`src/rtl/uart_pkg.sv`:
```
// Shared types and widths for the UART transmit arbiter.
package uart_pkg;

  localparam int unsigned UART_DATA_W = 8;

  typedef enum logic {
    ST_IDLE = 1'b0,
    ST_SEND = 1'b1
  } arb_state_t;

endpackage

```
`src/rtl/rr_arbiter.sv`:
```
// Combinational round-robin pick: first set request at or above ptr, with wrap.
module rr_arbiter #(
  parameter int unsigned N_REQ = 4,
  parameter int unsigned PTR_W = 2
) (
  input  logic [N_REQ-1:0] req,
  input  logic [PTR_W-1:0] ptr,
  output logic [N_REQ-1:0] pick
);

  logic [2*N_REQ-1:0] dbl_req;
  logic [2*N_REQ-1:0] dbl_pick;
  logic [N_REQ-1:0]   rot_req;
  logic [N_REQ-1:0]   rot_pick;

  // Rotate so ptr sits at bit 0, isolate the lowest set bit, rotate back.
  always_comb begin
    dbl_req  = {req, req} >> ptr;
    rot_req  = dbl_req[N_REQ-1:0];
    rot_pick = rot_req & (~rot_req + N_REQ'(1));
    dbl_pick = {rot_pick, rot_pick} << ptr;
    pick     = dbl_pick[2*N_REQ-1:N_REQ];
  end

endmodule

```
`src/rtl/uart_tx_arbiter.sv`:
```
// Message-granular round-robin sharing of one UART PHY transmitter between
// N_REQ byte-stream requesters, with an inter-byte stall timeout.
module uart_tx_arbiter
  import uart_pkg::*;
#(
  parameter int unsigned N_REQ   = 4,
  parameter int unsigned TIMEOUT = 1024,
  parameter int unsigned CNT_W   = 11
) (
  input  logic                         clk_i,
  input  logic                         rst_i,
  input  logic [N_REQ-1:0]             req_valid_i,
  input  logic [UART_DATA_W*N_REQ-1:0] req_data_i,
  input  logic [N_REQ-1:0]             req_last_i,
  output logic [N_REQ-1:0]             req_ready_o,
  output logic [N_REQ-1:0]             grant_o,
  output logic                         busy_o,
  output logic                         timeout_o,
  input  logic                         phy_rfd_i,
  output logic                         phy_nd_o,
  output logic [UART_DATA_W-1:0]       phy_data_o
);

  localparam int unsigned PTR_W = $clog2(N_REQ);
  localparam logic [CNT_W-1:0] TO_LAST = CNT_W'(TIMEOUT - 1);

  arb_state_t             state_q;
  logic [N_REQ-1:0]       grant_q;
  logic [PTR_W-1:0]       ptr_q;
  logic [CNT_W-1:0]       cnt_q;
  logic                   nd_q;
  logic [UART_DATA_W-1:0] data_q;
  logic                   timeout_q;

  logic [N_REQ-1:0]       pick;
  logic [N_REQ-1:0]       ready;
  logic [PTR_W-1:0]       g_idx;
  logic [PTR_W-1:0]       next_ptr;
  logic [UART_DATA_W-1:0] sel_data;
  logic                   sel_last;
  logic                   phy_ok;
  logic                   accept;
  logic                   timeout_hit;

  rr_arbiter #(
    .N_REQ (N_REQ),
    .PTR_W (PTR_W)
  ) u_rr (
    .req  (req_valid_i),
    .ptr  (ptr_q),
    .pick (pick)
  );

  // Owner byte mux, PHY-ready qualification and accept/timeout detection.
  always_comb begin
    g_idx    = '0;
    sel_data = '0;
    sel_last = 1'b0;
    for (int i = 0; i < N_REQ; i++) begin
      if (grant_q[i]) begin
        g_idx    = PTR_W'(i);
        sel_data = req_data_i[i*UART_DATA_W +: UART_DATA_W];
        sel_last = req_last_i[i];
      end
    end
    // nd_q comes only from a flop, so rfd never loops back into it.
    phy_ok      = phy_rfd_i & ~nd_q;
    ready       = (state_q == ST_SEND && phy_ok) ? grant_q : '0;
    accept      = |(req_valid_i & ready);
    next_ptr    = (g_idx == PTR_W'(N_REQ - 1)) ? '0 : g_idx + PTR_W'(1);
    timeout_hit = (TIMEOUT != 0) && (cnt_q == TO_LAST);
  end

  always_ff @(posedge clk_i or posedge rst_i) begin
    if (rst_i) begin
      state_q   <= ST_IDLE;
      grant_q   <= '0;
      ptr_q     <= '0;
      cnt_q     <= '0;
      nd_q      <= 1'b0;
      data_q    <= '0;
      timeout_q <= 1'b0;
    end else begin
      nd_q      <= 1'b0;
      timeout_q <= 1'b0;
      case (state_q)
        ST_IDLE: begin
          if (|req_valid_i) begin
            grant_q <= pick;
            cnt_q   <= '0;
            state_q <= ST_SEND;
          end
        end
        ST_SEND: begin
          if (accept) begin
            nd_q   <= 1'b1;
            data_q <= sel_data;
            cnt_q  <= '0;
            if (sel_last) begin
              grant_q <= '0;
              ptr_q   <= next_ptr;
              state_q <= ST_IDLE;
            end
          end else if (phy_ok) begin
            // Only stalls with the PHY idle count towards the timeout.
            if (timeout_hit) begin
              grant_q   <= '0;
              timeout_q <= 1'b1;
              ptr_q     <= next_ptr;
              cnt_q     <= '0;
              state_q   <= ST_IDLE;
            end else if (TIMEOUT != 0) begin
              cnt_q <= cnt_q + CNT_W'(1);
            end
          end
        end
        default: state_q <= ST_IDLE;
      endcase
    end
  end

  assign req_ready_o = ready;
  assign grant_o     = grant_q;
  assign busy_o      = (state_q == ST_SEND);
  assign timeout_o   = timeout_q;
  assign phy_nd_o    = nd_q;
  assign phy_data_o  = data_q;

endmodule

```
`config.mk`:
```
export PLATFORM = sky130hd
export DESIGN_NAME = uart_tx_arbiter
export DESIGN_NICKNAME = d
export VERILOG_FILES = /design/src/rtl/uart_pkg.sv /design/src/rtl/rr_arbiter.sv /design/src/rtl/uart_tx_arbiter.sv
export SDC_FILE = /design/constraint.sdc
export NUM_CORES = 1
export LEC_CHECK = 0
export CORE_MARGIN = 2
export CORE_UTILIZATION = 44
export DETAILED_ROUTE_END_ITERATION = 12
export PLACE_DENSITY = 0.89
export SETUP_SLACK_MARGIN = 0.3
export SLEW_MARGIN = 5
export SYNTH_ARGS = -nofsm -noshare
export SYNTH_HDL_FRONTEND = slang
export SYNTH_HIERARCHICAL = 1
export SYNTH_SLANG_ARGS = --single-unit
```
`constraint.sdc`:
```
create_clock -name clk_i -period 2.4 [get_ports clk_i]
set_clock_uncertainty 0.2 [all_clocks]
set_input_delay 0.36 -clock clk_i [delete_from_list [all_inputs] [get_ports clk_i]]
set_output_delay 0.36 -clock clk_i [all_outputs]
set_load 0.1 [all_outputs]
```
* Word-level counts from Yosys, hierarchy flattened
Cells that the tools add are included.
** Storage, ports and cells
- Latch bits :: 0
- Register bits :: 28
- Input bits :: 43
- Bits in writable memories :: 0
- Memories kept :: 0
- Bits in read-only memories :: 0
- Logic and storage cells :: 74
- Output and inout bits :: 19
** Operators by class
- Reduce and logical (&&, ||, !) cells :: 9
- Magnitude comparators :: 0
- Divide/modulo/power cells :: 0
- Equality and inequality tests :: 7
- Shift operators :: 2
- Mux-type cells :: 40
- Add/sub/neg operators :: 3
- Bitwise logic cells :: 6
- $mul :: 0
** Operators with widths (count)
- two-way mux 11 bit :: 4
- two-way mux 8 bit :: 4
- two-way mux 4 bit :: 6
- case mux 11 bit (2 select lines) :: 1
- two-way mux 1 bit :: 16
- two-way mux 2 bit :: 7
- adder 11 x 1 -> 11 bit (second input constant) :: 1
- == test 11 x 10 -> 1 bit (second input constant) :: 1
- AND 4 bit :: 2
- case mux 4 bit (2 select lines) :: 1
- AND reduction 4 bit :: 2
- OR reduction 4 bit :: 2
- << shifter 8 x 2 -> 8 bit :: 1
- right shift 8 x 2 -> 4 bit :: 1
- inequality test 3 x 1 -> 1 bit (second input constant) :: 2
- adder 4 x 1 -> 4 bit (second input constant) :: 1
- inequality test 2 bit (second input constant) :: 2
- inverter 4 bit :: 1
- AND reduction 2 bit :: 2
- nonzero test 2 bit :: 2
- inequality test 3 bit (second input constant) :: 1
- adder 2 x 1 -> 2 bit (second input constant) :: 1
- == test 2 bit (second input constant) :: 1
- inverter 1 bit :: 2
- 3 further kinds :: 3

* Logic depth before layout (Yosys ltp)
- Word-level depth :: 8
- Depth in mapped cells :: 7
- Depth with buffers taken out :: 7

* Modules after synthesis
The synthesis kept the hierarchy.
** Modules (own cells, without submodules)
- uart_tx_arbiter :: area each 1572.8 µm², sequential area each 700.7 µm², cells an instance 176, times used 1
- rr_arbiter :: area each 98.8 µm², sequential area each 0.0 µm², cells an instance 16, times used 1

* Worst setup path before layout
Ideal clock, no wire load.
- Path kind :: register -> output
- From :: reg grant_q[2] (netlist: grant_o[2])
- To :: out req_ready_o[2]
- Slack :: -0.784 ns
- Arrival :: 2.624 ns
- Required time :: 1.840 ns
- Stages on the path, launching flop included :: 4
- Path buffers :: 1
- Cell sequence :: dfrtp_1 > inv_1 > clkbuf_1 > nor2_1
** Between the ends
- Longest elaborated chain between the ends :: 1
** Ends and longest elaborated chain
- start: declaration :: RTL line uart_tx_arbiter.sv:28 : logic [N_REQ-1:0] grant_q;
- start signal: assignment :: RTL line uart_tx_arbiter.sv:89 : grant_q <= pick;
- two-way mux 4 bit :: RTL line uart_tx_arbiter.sv:68 : ready = (state_q == ST_SEND && phy_ok) ? grant_q : '0;
- end: declaration :: RTL line uart_tx_arbiter.sv:15 : output logic [N_REQ-1:0] req_ready_o,
Every way passes these cells.

* Worst setup path after layout
- From :: reg cnt_q[0]
- To :: reg ptr_q[0]
** Between the ends
- Longest elaborated chain between the ends :: 3
** Ends and longest elaborated chain
- start: declaration :: RTL line uart_tx_arbiter.sv:30 : logic [CNT_W-1:0] cnt_q;
- start signal: assignment :: RTL line uart_tx_arbiter.sv:113 : cnt_q <= cnt_q + CNT_W'(1);
- == test 11 x 10 -> 1 bit :: RTL line uart_tx_arbiter.sv:71 : timeout_hit = (TIMEOUT != 0) && (cnt_q == TO_LAST);
- nonzero test 2 bit (no source line)
- AND reduction 4 bit (no source line)
- end signal: assignment :: RTL line uart_tx_arbiter.sv:101 : ptr_q <= next_ptr;
- end signal: assignment :: RTL line uart_tx_arbiter.sv:109 : ptr_q <= next_ptr;
- end: declaration :: RTL line uart_tx_arbiter.sv:29 : logic [PTR_W-1:0] ptr_q;
Every way passes these cells.
A chain may end at the register's enable or synchronous reset.

==> impl_metrics.csv <==
group,metric,value,unit
place,gp_congestion,0.821,
power,power.switching,0.000949,W
power,leakagePower,1.18,nW
clock_network,cts_buffer_depth,2,
cells_and_area,design_area,0.00270,mm²
die,start_util,45.7,%
timing,max_slew_margin,71.1,%
clock_network,cts_hold_buffers,0,
global_route,grt_pass1_wl,8340,µm
worst_setup_path,path_depth,6,
timing,setup_violations,0,
yosys,synth_area_per_cell,8.71,µm²
timing,setup_ws,0.206,ns
die,die_area,0.00431,mm²
clock_network,cts-buffers-inserted,3,
detailed_routing,drc,0,
cells_and_area,syn2layout_area_growth,61.8,%
power,p_clk_share,14.5,%
detailed_routing,wl,5430,µm
timing,rsz0062_at_grt,"true",
clock_network,htreeDepth,1,
die,ios,62,
worst_setup_path,worstSetupPathType,"reg2reg",
clock_network,clkTransAtPathRegs,0.10,ns
worst_setup_path,path_max_fanout,3,
yosys,synthArstFlopShare,100,%
detailed_routing,drtPass1Iterations,4,
place,portBuffers,61,
detailed_routing,viasPerCell,5.66,
timing,fin_crit,2.19,ns
global_route,first_global_vias,1717,
detailed_routing,ant_nets,0,
power,p_int,0.00108,W
power,switching_share,46.7,%
place,hpwl,3620,µm
power,powerDensity,751,mW/mm²
clock_network,numClockSinks,28,
place,dp_slack,0.0455,ns
run_status,outcome,"complete, no violations",
power,peakVddDrop,0.380,mV
global_route,overflow,0,
yosys,synth_area,0.00167,mm²
timing,setup_tns,0,ns
timing,worst_slew_pin_slew,0.431,ns
die,num_rows,22,
cells_and_area,diodes,0,
detailed_routing,drt-initial-drc-count,92,
cells_and_area,nNetsFinal,321,
detailed_routing,wl_per_cell,16.8,µm
power,finalPower,0.00203,W
worst_setup_path,crit_chain,"ha_2 > nand3_2 > or4_4 > nor3_4 > a21o_2 > mux2_2",
yosys,ys_seq_area_share,41.9,%
timing,fin_crit_sh,91.4,%
yosys,synth-seq-cells,28,
cells_and_area,fin_util,73.9,%
yosys,ys.flop_type,"dfrtp_1",
timing,hold_viol,0,
clock_network,clk_latency,0.28,ns
clock_network,tritoncts,"done",
power,power_frac_seq,35.1,%
worst_setup_path,worst-path-buf-inv,0,
place,post_dp_cell_area,0.00251,mm²
yosys,yosys_warnings,6,
clock_network,cts_root_buf,"clkbuf_8",
worst_setup_path,slowest_stage,"or4_4",
worst_setup_path,arrival,2.17,ns
global_route,grt_max_degree,29,
timing,max_freq,456,MHz
worst_setup_path,worstPathRequired,2.37,ns
worst_setup_path,end_kind,"flop",
global_route,grt_usage,25.1,%
yosys,syn_nets,236,
yosys,synth_edf_count,0,
power,combinationalPowerShare,50.4,%
die,die_w,65.6,µm
yosys,synth_cell_types,39,
worst_setup_path,startpoint_type,"flop",
worst_setup_path,crit_start,"cnt_q[0]",
cells_and_area,fillCellCount,259,
global_route,antenna_found_initial,0,
die,chipHeight,65.6,µm
worst_setup_path,crit_family,"simple AND/OR/NAND/NOR gates",
worst_setup_path,ff2ff_path_depth,6,
worst_setup_path,reg2reg_from,"cnt_q[0]",
die,core,0.00366,mm²
detailed_routing,dr_total_vias,1835,
worst_setup_path,cpPeakStageDelay,0.49,ns
cells_and_area,drive_gt1_share,30.4,%
worst_hold_path,holdCritPathClass,"in2async",
timing,drv_slew,0,
yosys,synthCells,192,
job,cap_violations,0,
[synthesized netlist by cell type, types with 2 or more instances]
library cell | instances | share of area [%]
a211oi_1 | 2 | 0.90
a21o_2 | 2 | 1.0
a21oi_1 | 14 | 4.2
a221oi_1 | 7 | 3.7
a22oi_1 | 2 | 0.90
and2_1 | 3 | 1.1
clkbuf_1 | 6 | 1.3
dfrtp_1 | 28 | 42
inv_1 | 8 | 1.8
mux2_2 | 5 | 3.4
mux2i_1 | 4 | 2.4
nand2_1 | 20 | 4.5
nand2b_1 | 2 | 0.75
nand3_1 | 6 | 1.8
nand3b_1 | 2 | 0.90
nand4_1 | 5 | 1.9
nor2_1 | 23 | 5.2
nor2b_1 | 4 | 1.5
nor3_1 | 12 | 3.6
o211a_1 | 2 | 1.2
o21a_1 | 3 | 1.3
o21ai_0 | 10 | 3.0
xnor2_1 | 3 | 1.6
xor2_1 | 4 | 2.1
[what timing repair did]
item | 4_1_cts | 5_1_grt
endpoints found under the setup margin | 13 | 16
pin swaps | 1 | 1
resized for setup | 5 | 8
hold endpoints to repair | 0 | 0
buffers inserted | 8 | 3
[worst min-delay path, stage by stage]
cell	delay, ns
clkdlybuf4s50_1	0.39
inv_1	0.05
buf_4	0.32
[through the flow]
| step | cells | hold WS (ns) |
|---|---|---|
| floorplan | 192 | 0.226 |
| global placement | 309 | 0.266 |
| detailed placement | 309 | 0.273 |
| CTS | 321 | 0.255 |
| global route | 324 | 0.280 |
| finish | 324 | 0.238 |
[layout make-up]
class | count | area (µm²) | share of cell area, %
Timing Repair Buffer | 86 | 803 | 29.7
Sequential cell | 28 | 724 | 26.8
Inverter | 9 | 38.8 | 1.43
Tap cell | 48 | 60.1 | 2.22
Clock buffer | 4 | 55.1 | 2.04
Multi-Input combinational cell | 149 | 1020 | 37.8
[final timing paths]
check / end / slack (ns)
worst max-delay path: ptr_q[0] / 0.21
worst min-delay path: cnt_q[10] / 0.24
worst max register to register: ptr_q[0] / 0.21
worst min register to register: phy_data_o[4] / 0.29
max in group asynchronous: busy_o / 1.46
min in group clk_i: phy_data_o[4] / 0.29
[cells in the final DEF (no fill, tap or decap), types with 5 or more instances in the layout]
cell / Yosys / routed
clkdlybuf4s50_1: 0 / 41
nand4_1: 5 / 5
a21oi_1: 14 / 14
dfrtp_1: 28 / 21
buf_4: 0 / 40
nor2_1: 23 / 20
nand2_1: 20 / 20
dfrtp_4: 0 / 6
nand3_1: 6 / 5
nor3_1: 12 / 11
a221oi_1: 7 / 7
o21ai_0: 10 / 10
inv_1: 8 / 7
[power by group through the flow]
stage	Combinational, W	Sequential (W)	Clock, W
after floorplan	0.000278	0.00110	0
after global placement	0.000919	0.000724	0
after detailed placement	0.000933	0.000730	0
after CTS	0.000991	0.000712	0.000294
after global routing	0.00108	0.000732	0.000317
final	0.00102	0.000713	0.000294
[metal layers]
metal / wire [µm] / global-route usage (%)
met1: 2230 / 30.5
met2: 2810 / 46.2
met3: 318 / 3.60
met4: 81 / 6.25
met5: 0 / 0
[cell families after synthesis]
family          after synthesis  synth area share [%]
compound gates               48                  19.5
mux                           9                  5.76
flops                        28                  41.9
fa+ha+maj                     1                 0.748
xor+xnor                      7                  3.67
buf+inv                      15                  3.37
simple gates                 84                  25.0
[registers in the layout, summed over array words and instances (netlist names)]
signal	flops
grant_o	4
phy_data_o	8
busy_o	1
cnt_q	11
ptr_q	2
timeout_o	1
phy_nd_o	1
Power figures use the tool's default switching activity.
